**config.mk**
```make
export PLATFORM = sky130hd
export DESIGN_NAME = mem_bridge
export DESIGN_NICKNAME = d
export VERILOG_FILES = /design/src/rtl/mem_bridge_pkg.sv /design/src/rtl/mem_bridge_wdog.sv /design/src/rtl/mem_bridge.sv
export SDC_FILE = /design/constraint.sdc
export NUM_CORES = 1
export LEC_CHECK = 0
export BUFFER_PORTS_ARGS = -buffer_cell sky130_fd_sc_hd__buf_2
export CAP_MARGIN = 25
export CORE_MARGIN = 5
export CORE_UTILIZATION = 44
export DETAILED_ROUTE_END_ITERATION = 6
export PLACE_DENSITY = 0.79
export SETUP_SLACK_MARGIN = 0.05
export SYNTH_ARGS = -nofsm -noshare
export SYNTH_HDL_FRONTEND = slang
export SYNTH_HIERARCHICAL = 1
export SYNTH_SLANG_ARGS = --single-unit
export TNS_END_PERCENT = 30
```
**constraint.sdc**
```tcl
create_clock -name clk_i -period 2.75 [get_ports clk_i]
set_input_delay 0.275 -clock clk_i [delete_from_list [all_inputs] [get_ports clk_i]]
set_output_delay 0.275 -clock clk_i [all_outputs]
set_load 0.05 [all_outputs]
```
**src/rtl/mem_bridge_pkg.sv**
```systemverilog
// Shared op codes, response error codes, FSM encoding and request-decode helpers
// for the CPU-to-data-RAM bridge.
package mem_bridge_pkg;

    localparam logic [2:0] OP_B  = 3'd0;
    localparam logic [2:0] OP_H  = 3'd1;
    localparam logic [2:0] OP_W  = 3'd2;
    localparam logic [2:0] OP_BS = 3'd4;
    localparam logic [2:0] OP_HS = 3'd5;

    localparam logic [1:0] ERR_OK       = 2'd0;
    localparam logic [1:0] ERR_TIMEOUT  = 2'd1;
    localparam logic [1:0] ERR_MISALIGN = 2'd2;
    localparam logic [1:0] ERR_ILLEGAL  = 2'd3;

    typedef enum logic [1:0] {
        StIdle   = 2'd0,
        StAccess = 2'd1,
        StResp   = 2'd2
    } state_e;

    // Signed variants only make sense for loads; a signed store is rejected.
    function automatic logic op_illegal(input logic we, input logic [2:0] op);
        case (op)
            OP_B, OP_H, OP_W: return 1'b0;
            OP_BS, OP_HS:     return we;
            default:          return 1'b1;
        endcase
    endfunction

    function automatic logic op_misaligned(input logic [2:0] op, input logic [1:0] addr_lo);
        case (op)
            OP_H, OP_HS: return addr_lo[0];
            OP_W:        return addr_lo != 2'b00;
            default:     return 1'b0;
        endcase
    endfunction

endpackage

```
**src/rtl/mem_bridge_wdog.sv**
```systemverilog
// Access watchdog: counts cycles while enabled, held at zero while cleared, and
// flags expiry on the last allowed cycle (TIMEOUT_CYCLES-1).
module mem_bridge_wdog #(
    parameter int unsigned TIMEOUT_CYCLES = 16
) (
    input  logic clk_i,
    input  logic rst_ni,
    input  logic clr_i,
    input  logic en_i,
    output logic expire_o
);

    localparam int unsigned CntW = $clog2(TIMEOUT_CYCLES);
    localparam logic [CntW-1:0] LastCnt = CntW'(TIMEOUT_CYCLES - 1);

    logic [CntW-1:0] cnt_q, cnt_d;

    assign expire_o = en_i && (cnt_q == LastCnt);

    always_comb begin
        cnt_d = cnt_q;
        if (clr_i) begin
            cnt_d = '0;
        end else if (en_i && !expire_o) begin
            cnt_d = cnt_q + CntW'(1);
        end
    end

    always_ff @(posedge clk_i or negedge rst_ni) begin
        if (!rst_ni) begin
            cnt_q <= '0;
        end else begin
            cnt_q <= cnt_d;
        end
    end

endmodule

```
**src/rtl/mem_bridge.sv**
```systemverilog
// Load/store request/response bridge to the byte-lane data RAM controller.
// Build option MEM_MISALIGN_TRAP_EN rejects misaligned half/word accesses with ERR_MISALIGN.
module mem_bridge
    import mem_bridge_pkg::*;
#(
    parameter int unsigned TIMEOUT_CYCLES = 16,
    parameter int unsigned ADDR_W         = 32
) (
    input  logic              clk_i,
    input  logic              rst_ni,
    input  logic              req_valid_i,
    output logic              req_ready_o,
    input  logic              req_we_i,
    input  logic [2:0]        req_op_i,
    input  logic [ADDR_W-1:0] req_addr_i,
    input  logic [31:0]       req_wdata_i,
    output logic              rsp_valid_o,
    input  logic              rsp_ready_i,
    output logic [31:0]       rsp_rdata_o,
    output logic [1:0]        rsp_err_o,
    output logic              mem_d_en_o,
    output logic              mem_re_o,
    output logic              mem_we_o,
    output logic [2:0]        mem_op_o,
    output logic [ADDR_W-1:0] mem_addr_o,
    output logic [31:0]       mem_wdata_o,
    input  logic [31:0]       mem_rdata_i,
    input  logic              mem_ready_i
);

    state_e            state_q;
    logic              d_en_q, re_q, we_q;
    logic [2:0]        op_q;
    logic [ADDR_W-1:0] addr_q;
    logic [31:0]       wdata_q;
    logic              rsp_valid_q;
    logic [31:0]       rsp_rdata_q;
    logic [1:0]        rsp_err_q;
    logic              expire;

    mem_bridge_wdog #(
        .TIMEOUT_CYCLES(TIMEOUT_CYCLES)
    ) u_wdog (
        .clk_i   (clk_i),
        .rst_ni  (rst_ni),
        .clr_i   (state_q != StAccess),
        .en_i    (state_q == StAccess),
        .expire_o(expire)
    );

    always_ff @(posedge clk_i or negedge rst_ni) begin
        if (!rst_ni) begin
            state_q     <= StIdle;
            d_en_q      <= 1'b0;
            re_q        <= 1'b0;
            we_q        <= 1'b0;
            op_q        <= '0;
            addr_q      <= '0;
            wdata_q     <= '0;
            rsp_valid_q <= 1'b0;
            rsp_rdata_q <= '0;
            rsp_err_q   <= ERR_OK;
        end else begin
            unique case (state_q)
                StIdle: begin
                    if (req_valid_i) begin
                        op_q        <= req_op_i;
                        addr_q      <= req_addr_i;
                        wdata_q     <= req_wdata_i;
                        rsp_rdata_q <= '0;
                        if (op_illegal(req_we_i, req_op_i)) begin
                            state_q     <= StResp;
                            rsp_valid_q <= 1'b1;
                            rsp_err_q   <= ERR_ILLEGAL;
                        end
`ifdef MEM_MISALIGN_TRAP_EN
                        else if (op_misaligned(req_op_i, req_addr_i[1:0])) begin
                            state_q     <= StResp;
                            rsp_valid_q <= 1'b1;
                            rsp_err_q   <= ERR_MISALIGN;
                        end
`endif
                        else begin
                            state_q <= StAccess;
                            d_en_q  <= 1'b1;
                            re_q    <= ~req_we_i;
                            we_q    <= req_we_i;
                        end
                    end
                end
                StAccess: begin
                    // Strobes drop on the ready edge so the RAM's ready FSM does not re-arm.
                    if (mem_ready_i) begin
                        state_q     <= StResp;
                        d_en_q      <= 1'b0;
                        re_q        <= 1'b0;
                        we_q        <= 1'b0;
                        rsp_valid_q <= 1'b1;
                        rsp_rdata_q <= re_q ? mem_rdata_i : 32'h0;
                        rsp_err_q   <= ERR_OK;
                    end else if (expire) begin
                        state_q     <= StResp;
                        d_en_q      <= 1'b0;
                        re_q        <= 1'b0;
                        we_q        <= 1'b0;
                        rsp_valid_q <= 1'b1;
                        rsp_rdata_q <= '0;
                        rsp_err_q   <= ERR_TIMEOUT;
                    end
                end
                StResp: begin
                    if (rsp_ready_i) begin
                        state_q     <= StIdle;
                        rsp_valid_q <= 1'b0;
                    end
                end
                default: state_q <= StIdle;
            endcase
        end
    end

    assign req_ready_o = (state_q == StIdle);
    assign rsp_valid_o = rsp_valid_q;
    assign rsp_rdata_o = rsp_rdata_q;
    assign rsp_err_o   = rsp_err_q;
    assign mem_d_en_o  = d_en_q;
    assign mem_re_o    = re_q;
    assign mem_we_o    = we_q;
    assign mem_op_o    = op_q;
    assign mem_addr_o  = addr_q;
    assign mem_wdata_o = wdata_q;

endmodule

```
==> summary.md <==
| Metric | Value |
|---|---|
| Status | completed |
| Tightest Pin Transition | 0.763 ns |
| All-Layer GR Usage | 0.188 |
| Crit path buf inv count | 1 |
| Yosys top cell by area | dfrtp_1 |
| Die width | 110 µm |
| Fillers | 845 |
| Slew Limit Fails | 0 |
| Vias in the first global route | 3862 |
| Layout cells sized above 1 | 0.382 |
| Final min period | 2.30 ns |
| H-tree Lvls | 3 |
| TritonCTS Buffers | 9 |
| Top FF cell, synth | dfrtp_1 |
| Asr flop ratio synth | 1.00 |
| Final setup viols | 0 |
| Largest net degree at the start of global routing | 60 |
| Relative slew slack | 0.491 |
| Synth cell count leaders | nand2_1 (202), dfrtp_1 (111), a22o_1 (32) |
| Worst Hold Class | input pin to flop |
| Post-synthesis sequential area ratio | 0.629 |
| Total power | 7.49 mW |
| Max Cap Viol | 0 |
| CP Capture Type | flop |
| Synthesized instance count | 428 |
| CTS tree | built |
| Initial antenna violation count | 0 |
| Area Growth Syn to Fin | 30.4% |
| YS warnings | 6 |
| Pre-antenna DRT Iters | 4 |
| Maximum VDD drop | 0.000737 V |
| CP max FO | 27 |
| Sequential share of power | 0.342 |
| Dpl hpwl | 8.52 mm |
| Core area | 9770 µm² |
| Internal | 3.52 mW |
| Clock Latency Late Sink | 0.36 ns |
| Clock root buffer | clkbuf_8 |
| Hold Vio Cnt, Final | 0 |
| Comb power frac | 0.528 |
| CTS clk-pin slew, worst paths | 0.11 ns |
| Mean Syn Cell Area | 10.3 µm² |
| Ports | 211 |
| Via density | 4.91 |
| Max incr delay on CP | 0.55 ns |
| Row cnt | 36 |
| Bufs on Longest Clock Path | 2 |
| N_diodes | 0 |
| WP data required | 3.00 ns |
| NumNets Final | 737 |
| Max Clk Rate | 434 MHz |
| I/O Buffers | 210 |
| Synth area leaders | dfrtp_1 (63%), nand2_1 (17%), a22o_1 (6.4%) |
| Leak | 3.29 nW |
| Cell Area, Synth | 4410 µm² |
| Initial Utilization | 0.451 |
| CP delay by family, top | simple AND/OR/NAND/NOR gates |
| Post_cts resized | 0 |
| Drt wl/cell | 15.0 µm |
| Cell variety after synth | 40 |
| Critical path startpoint category | flop |
| Critical path arrival | 2.55 ns |
| Post-synth EDFFs | 0 |
| Routed WL | 11.5 mm |
| Sw frac | 0.530 |
| DRT iter0 DRCs | 264 |
| Final period utilization | 0.837 |
| Skew final | 0.0122 ns |
| TNS Setup | 0 ns |
| DRC Markers | 0 |
| CTS sink count | 111 |
| Most common cell in the netlist | nand2_1 |
| Net Switching | 3.97 mW |
| Crit Path Class | flop to flop |
| GRT overflow | 0 |
| Via Count | 3777 |
| Height of the chip | 110 µm |
| Slowest stage cell, crit path | dfrtp_1 |
| Final GP Congestion | 0.844 |
| Clock Power Share | 0.129 |
| ANT nets after route | 0 |
| Net Count, Synth | 534 |
| Synthesized flop and latch total | 111 |
| RSZ-0062 raised after global routing | false |
| PwrDens | 1300 nW/µm² |
| Die area | 12100 µm² |
| First-pass GRT wire length | 18.0 mm |
| Post-synth top area share | 0.629 |
| CP Cell Sequence | nor2b_2 > and4_2 > nor3b_2 > or2_1 > buf_16 > a22o_1 |
-- routing by layer --
layer  vias to the layer above  GRT usage  wire (µm)  part of all wire
li1                       1794          -          -                 -
met1                      1810      0.232       4620              0.40
met5                         -          0          0                 0
met3                        17     0.0582       1270              0.11
met2                       156      0.311       5430              0.47
met4                         0     0.0695        182             0.016
-- power by group through the flow --
stage	combinational (mW)	sequential (mW)	clock, mW
final	3.96	2.56	0.969
after global routing	4.23	2.64	1.06
after CTS	3.96	2.56	1.01
after detailed placement	3.96	2.58	0
after global placement	3.88	2.57	0
after floorplan	1.03	4.58	0
-- worst reg2reg max path, delay by kind of cell, from the launching register on --
| kind | cells | cell delay, ns |
|---|---|---|
| buffers and inverters | 1 | 0.25 |
| AO/OA/AOI/OAI | 1 | 0.25 |
| flip-flops | 1 | 0.55 |
| AND/OR/NAND/NOR | 4 | 1.15 |
-- layout make-up --
| type | count | area, µm² | share of cell area |
|---|---|---|---|
| clock buffer | 10 | 128 | 0.0222 |
| clock inverter | 6 | 71.3 | 0.0124 |
| timing repair buffer | 217 | 1140 | 0.198 |
| sequential | 111 | 2780 | 0.483 |
| tap | 133 | 166 | 0.0289 |
| multi-input combinational | 287 | 1450 | 0.252 |
| inverter | 5 | 18.8 | 0.00326 |
-- what timing repair did --
item | in CTS | in global routing
hold buffers | 1 | 0
buffers inserted | 0 | 0
endpoints found under the hold margin | 53 | 0
-- logic make-up (layout without fill, tap and decap cells) --
logic type               after synthesis  after routing  synth area share
AO/OA/AOI/OAI                         55             55             0.107
adder cells (fa/ha/maj)                1              1           0.00283
buffers and inverters                 30            238            0.0428
flip-flops                           111            111             0.629
multiplexers                           2              2           0.00567
AND/OR/NAND/NOR                      229            229             0.212
-- state kept, by name, summed over array words and instances (netlist names) --
name	cells
mem_addr_o	32
mem_wdata_o	32
rsp_rdata_o	32
u_wdog/cnt_q	4
mem_op_o	3
rsp_err_o	2
state_q	2
mem_d_en_o	1
mem_re_o	1
mem_we_o	1
rsp_valid_o	1
-- final timing paths --
| check | slack [ns] | endpoint | depth (start not counted) | start |
|---|---|---|---|---|
| setup / recovery | 0.45 | rsp_rdata_o[2]$_DFFE_PN0P_ | 6 | state_q[0]$_DFFE_PN0P_ |
| hold / removal | 0.09 | mem_addr_o[9]$_DFFE_PN0P_ | 3 | req_addr_i[9] |
| setup reg to reg | 0.45 | rsp_rdata_o[2]$_DFFE_PN0P_ | 6 | state_q[0]$_DFFE_PN0P_ |
| hold reg to reg | 0.47 | mem_wdata_o[7]$_DFFE_PN0P_ | 2 | mem_wdata_o[7]$_DFFE_PN0P_ |
| max in group asynchronous | 1.46 | mem_op_o[2]$_DFFE_PN0P_ | 3 | rst_ni |
| min in group asynchronous | 0.50 | rsp_rdata_o[13]$_DFFE_PN0P_ | 2 | rst_ni |
-- placed cells by master (no fill, tap or decap), drive strengths merged, types with 2 or more instances in the layout --
cell type / netlist / routed
buf: 16 / 216
nand2: 202 / 202
dfrtp: 111 / 111
a22o: 32 / 32
clkbuf: 9 / 10
nor2: 5 / 5
inv: 5 / 5
o21ai: 4 / 4
a21oi: 4 / 4
o211ai: 4 / 4
nand3: 3 / 3
clkinv: 0 / 3
nor3b: 3 / 3
o21bai: 2 / 2
a211oi: 2 / 2
nand4: 2 / 2
clkinvlp: 0 / 2
nor3: 2 / 2
nand2b: 2 / 2
nor2b: 2 / 2
a31oi: 2 / 2
or2: 2 / 2
-- stage by stage --
step           setup WS [ns]  cells   util  area [µm²]  hold slack [ns]
6_report               0.447    769  0.589        5760           0.0861
2_1_floorplan          0.904    428      -        4410          -0.0206
3_5_place_dp          0.0985    751  0.565        5520            0.391
5_1_grt                0.310    769  0.589        5760           0.0734
4_1_cts               0.0716    768  0.586        5730           0.0617
3_3_place_gp           0.281    751  0.565        5520            0.378
Note: power is estimated with default switching activity, not from simulation.
